===== src/rtl/quant_coef_pipe.sv =====
// quant_coef_pipe
//   Two-stage streaming quantiser. Each signed coefficient is multiplied by an
//   unsigned reciprocal constant chosen by its position in the block. The product
//   is rounded half toward +inf, shifted down by FRAC and saturated to OUT_W bits.
//   Results leave tagged with their block position.
// Ports
//   clk, rst                     clock, asynchronous active-high reset
//   in_valid/in_ready/in_data    coefficient input stream
//   q_we/q_addr/q_data           quant-table write port (one entry per position)
//   out_valid/out_ready          output stream handshake
//   out_data/out_idx/out_last    quantised value, block position, last-in-block flag
//   out_sat                      out_data was clipped
module quant_coef_pipe #(
    parameter int IN_W    = 32,
    parameter int CONST_W = 16,
    parameter int FRAC    = 15,
    parameter int OUT_W   = 16,
    parameter int N_COEF  = 64,
    localparam int IDX_W  = $clog2(N_COEF)
) (
    input  logic               clk,
    input  logic               rst,
    input  logic               in_valid,
    output logic               in_ready,
    input  logic [IN_W-1:0]    in_data,
    input  logic               q_we,
    input  logic [IDX_W-1:0]   q_addr,
    input  logic [CONST_W-1:0] q_data,
    output logic               out_valid,
    input  logic               out_ready,
    output logic [OUT_W-1:0]   out_data,
    output logic [IDX_W-1:0]   out_idx,
    output logic               out_last,
    output logic               out_sat
);

    localparam int PROD_W = IN_W + CONST_W + 1;
    localparam logic [CONST_W-1:0]       ONE_Q    = CONST_W'(2**FRAC);
    localparam logic [IDX_W-1:0]         LAST_IDX = IDX_W'(N_COEF - 1);
    localparam logic signed [PROD_W-1:0] ROUND    = PROD_W'(2**(FRAC-1));
    localparam logic signed [PROD_W-1:0] SAT_HI   = PROD_W'(2**(OUT_W-1) - 1);
    // ~x == -x-1, so this is -2^(OUT_W-1)
    localparam logic signed [PROD_W-1:0] SAT_LO   = ~SAT_HI;
    localparam logic [OUT_W-1:0]         OUT_MAX  = {1'b0, {(OUT_W-1){1'b1}}};
    localparam logic [OUT_W-1:0]         OUT_MIN  = {1'b1, {(OUT_W-1){1'b0}}};

    logic                      stall;
    logic                      accept;
    logic [IDX_W-1:0]          cnt;
    logic [CONST_W-1:0]        q_tab [N_COEF];

    logic                      s1_valid;
    logic [IDX_W-1:0]          s1_idx;
    logic signed [PROD_W-1:0]  s1_prod;

    logic signed [PROD_W-1:0]  mul_a;
    logic signed [PROD_W-1:0]  mul_b;
    logic signed [PROD_W-1:0]  prod;
    logic signed [PROD_W-1:0]  r_sum;
    logic signed [PROD_W-1:0]  r_shift;

    assign stall    = out_valid && !out_ready;
    assign in_ready = rst ? 1'b0 : !stall;
    assign accept   = in_valid && in_ready;

    // Operands widened to the full product width so the multiply is exact;
    // the constant is zero-extended because it is unsigned.
    always_comb begin
        mul_a   = {{(PROD_W-IN_W){in_data[IN_W-1]}}, in_data};
        mul_b   = {{(PROD_W-CONST_W){1'b0}}, q_tab[cnt]};
        prod    = mul_a * mul_b;
        r_sum   = s1_prod + ROUND;
        r_shift = r_sum >>> FRAC;
    end

    // Table is written independently of the stall. A same-edge accept reads the
    // pre-write entry because the read is combinational from the current state.
    always_ff @(posedge clk or posedge rst) begin
        if (rst) begin
            for (int i = 0; i < N_COEF; i++) begin
                q_tab[i] <= ONE_Q;
            end
        end else if (q_we) begin
            q_tab[q_addr] <= q_data;
        end
    end

    always_ff @(posedge clk or posedge rst) begin
        if (rst) begin
            cnt       <= '0;
            s1_valid  <= 1'b0;
            s1_idx    <= '0;
            s1_prod   <= '0;
            out_valid <= 1'b0;
            out_data  <= '0;
            out_idx   <= '0;
            out_last  <= 1'b0;
            out_sat   <= 1'b0;
        end else if (!stall) begin
            s1_valid <= accept;
            if (accept) begin
                s1_prod <= prod;
                s1_idx  <= cnt;
                cnt     <= (cnt == LAST_IDX) ? '0 : cnt + 1'b1;
            end

            out_valid <= s1_valid;
            if (s1_valid) begin
                out_idx  <= s1_idx;
                out_last <= (s1_idx == LAST_IDX);
                if (r_shift > SAT_HI) begin
                    out_data <= OUT_MAX;
                    out_sat  <= 1'b1;
                end else if (r_shift < SAT_LO) begin
                    out_data <= OUT_MIN;
                    out_sat  <= 1'b1;
                end else begin
                    out_data <= r_shift[OUT_W-1:0];
                    out_sat  <= 1'b0;
                end
            end
        end
    end

endmodule


===== config.mk =====
export PLATFORM = sky130hd
export DESIGN_NAME = quant_coef_pipe
export DESIGN_NICKNAME = d
export VERILOG_FILES = /design/src/rtl/quant_coef_pipe.sv
export SDC_FILE = /design/constraint.sdc
export NUM_CORES = 2
export LEC_CHECK = 0
export ABC_AREA = 0
export CAP_MARGIN = 10
export CORE_ASPECT_RATIO = 1.1
export CORE_UTILIZATION = 55
export CTS_BUF_LIST = sky130_fd_sc_hd__clkbuf_16
export DETAILED_ROUTE_END_ITERATION = 10
export PLACE_DENSITY = 0.73
export SLEW_MARGIN = 20
export SYNTH_ARGS = -nofsm -noshare
export SYNTH_HDL_FRONTEND = slang
export SYNTH_SLANG_ARGS = --single-unit

===== constraint.sdc =====
create_clock -name clk -period 58.4 [get_ports clk]
set_input_delay 17.52 -clock clk [delete_from_list [all_inputs] [get_ports clk]]
set_output_delay 17.52 -clock clk [all_outputs]
set_load 0.02 [all_outputs]

==> impl_metrics.toml <==
[setup_path]
worst-setup-path-type = "in2out"
path_cells = "clkdlybuf4s50_1, nor2_1, clkdlybuf4s50_1"
cp_top_family = "buffers and inverters"
max_stage_delay_ns = 0.64
r2r_slack_ns = 47.10
crit_slowest_cell = "clkdlybuf4s50_1"
cp_common_cell = "clkdlybuf4s50_1"
r2r-end = "s1_prod[47]"
crit_required_ns = 40.88
r2r_start = "cnt[0]"
reg2regPathDepth = 27
crit_buf_inv = 2
cp_max_fo = 2
cp-end-kind = "output port"
start_kind = "input port"
arrival_ns = 18.88

[layout]
layout-drive-gt1-share = 0.3270
final_area_um2 = 73080
synthToLayoutAreaGrowth_pct = 8.004
fin_nets = 5720

[sta]
timing.final.crit_period_ns = 36.40
fin_worst_skew_ns = 0.02436
finalSetupViolations = 0
finalCritPeriodShare = 0.6233
report.final.hold_viol_count = 0
final_max_slew_viol_count = 0
worst_pin_slew_ns = 1.140
rsz0062_at_grt = "no"
setup-tns-final_ns = 0
max_freq_ghz = 0.02747
max_slew_margin = 0.2383

[clock_network]
ctsLongestPathBuffers = 3
cts-root-buf = "clkbuf_16"
cts_buffers = 109
post_cts_buffers = 0
tritoncts = "done"
hold_buffers = 0
clk_latency_ns = 0.72
cts.sinks = 1097
h-tree-depth = 3
postCtsResizedCells = 0
clkTransAtPathRegs_ns = 0.06

[global_route]
grt_util_all_layers = 0.2657
grt_first_pass_wirelength_um = 252100
antenna_found_initial = 13
grt_overflow_total = 0
grt_max_degree = 194
grt_pass1_vias = 43311

[route]
drt_iter0_drc = 2813
wl_per_cell_um = 23.45
num_vias = 40236
drc = 0
first_pass_iters = 5
drt-total-wl_um = 159100
viasPerCell = 5.932
ant_nets = 0

[placement]
place.gp.congestion = 0.8498
placedInstanceArea_um2 = 69570
portBuffers = 84
dp_hpwl_um = 101800

[synth]
syn_nets = 5828
synth_cell_types = 60
yosysSeqAreaShare = 0.4069
avgSynthCellArea_um2 = 13.10
synth_edf_count = 0
async_reset_ff_frac = 1.000
ys_warn_count = 0
synthCells = 5165
ys.flop_type = "dfrtp_1"
netlist_area_um2 = 67660
synth-seq-cells = 1097

[floorplan]
ioPinCount = 85
dieArea_um2 = 124400
coreArea_um2 = 121700
dieHeight_um = 369.9
placement_rows = 134
fp.dieW_um = 336.4
start_util = 0.5559

[hold_path]
worstHoldPathType = "reg2reg"
holdPathStages = 2
min_to = "out_idx[4]"
min_from = "out_idx[4]"

[run]
max_cap_viol_count = 0

[run_status]
run_status = "finished clean"
Yosys cell counts (32+ instances only):
library cell	n	area (um2)
and2_1	260	1627
fa_1	487	9749
a21oi_1	52	260.3
nand2_1	412	1546
xnor2_1	37	324.1
dfstp_2	64	1682
dfrtp_1	1033	25850
nor2_1	86	322.8
clkbuf_1	285	1070
inv_1	592	2222
o21ai_0	51	255.2
buf_2	44	220.2
buf_1	32	120.1
mux2_2	1028	11580
ha_1	117	1464
mux4_2	336	7567
metrics by stage:
stage	hold WS, ns	worst slack (ns)	utilization	instances
6_report	0.4789	22.00	0.6003	6783
2_1_floorplan	0.4603	10.09	-	5165
4_1_cts	0.4831	22.00	0.5998	6778
5_1_grt	0.5013	21.95	0.6003	6781
3_5_place_dp	0.4677	22.00	0.5716	6577
3_3_place_gp	0.4574	21.98	0.5714	6576
state kept, by name (all words and copies together) (netlist names):
signal	flops
cnt	6
out_data	16
out_idx	6
out_last	1
out_sat	1
out_valid	1
q_tab	1024
s1_idx	6
s1_prod	35
s1_valid	1
worst reg2reg max path, stage by stage, from the launching register on:
cell and delay, ns:
dfrtp_4 0.76, buf_4 0.53, buf_12 0.54, buf_4 0.83, mux4_2 0.62, mux4_2 0.58, mux4_2 0.88, and2_1 0.38
fa_1 0.50, inv_1 0.05, fa_1 0.46, fa_1 0.52, inv_1 0.06, fa_1 0.49, fa_1 0.49, inv_1 0.05
fa_1 0.48, inv_1 0.05, ha_1 0.32, a21o_1 0.18, a21o_1 0.17, a21oi_1 0.24, a21oi_1 0.19, a311oi_1 0.93
a2111o_1 0.32, a21oi_1 0.15, a311oi_1 0.30, o31ai_1 0.10
metal layers:
| layer | share of wire | track usage | up-vias |
|---|---|---|---|
| li1 | - | - | 17184 |
| met1 | 0.40 | 0.3454 | 21646 |
| met2 | 0.50 | 0.4501 | 1089 |
| met3 | 0.053 | 0.03764 | 311 |
| met4 | 0.042 | 0.1089 | 6 |
| met5 | 0.00028 | 0 | - |
cells in the final DEF, fill, tap and decap left out, drive strengths merged, types with 52 or more instances in the layout:
master,instances
a21oi,52
and2,260
buf,87
clkbuf,111
clkdlybuf4s50,68
dfrtp,1033
dfstp,64
fa,487
ha,117
inv,625
mux2,1028
mux4,336
nand2,412
nor2,86
worst max-delay path by stage:
stage / cells past startpoint / start / slack, ns / to
6_report: 3 / rst / 22.00 / in_ready
5_1_grt: 3 / rst / 21.95 / in_ready
4_1_cts: 3 / rst / 22.00 / in_ready
3_5_place_dp: 3 / rst / 22.00 / in_ready
3_3_place_gp: 3 / rst / 21.98 / in_ready
2_1_floorplan: 1 / rst / 10.09 / cnt[0]
cell type report:
cell class	instances	area, um2
Inverter	592	2230
Tap cell	1632	2042
Fill cell	9493	48650
Antenna cell	4	10.01
Clock inverter	90	659.4
Multi-Input combinational cell	3102	36400
Timing Repair Buffer	155	1414
Sequential cell	1097	27550
Clock buffer	111	2778
cells by family (layout without fill, tap and decap cells):
kind of cell               count (synthesis)  in the layout  share of synthesized area
AOI/OAI and AO/OA                        184            184                    0.01742
xor gates and xnor gates                  56             56                   0.007249
adders and majority gates                604            604                     0.1657
buffers and inverters                    966            948                    0.05540
DFF                                     1097           1097                     0.4069
muxes                                   1366           1366                     0.2832
other                                      0              4                          0
and+or+nand+nor                          892            892                    0.06406
Power is not shown: default switching activity piles up to over one toggle a cycle in this logic, so the estimate is an artifact.
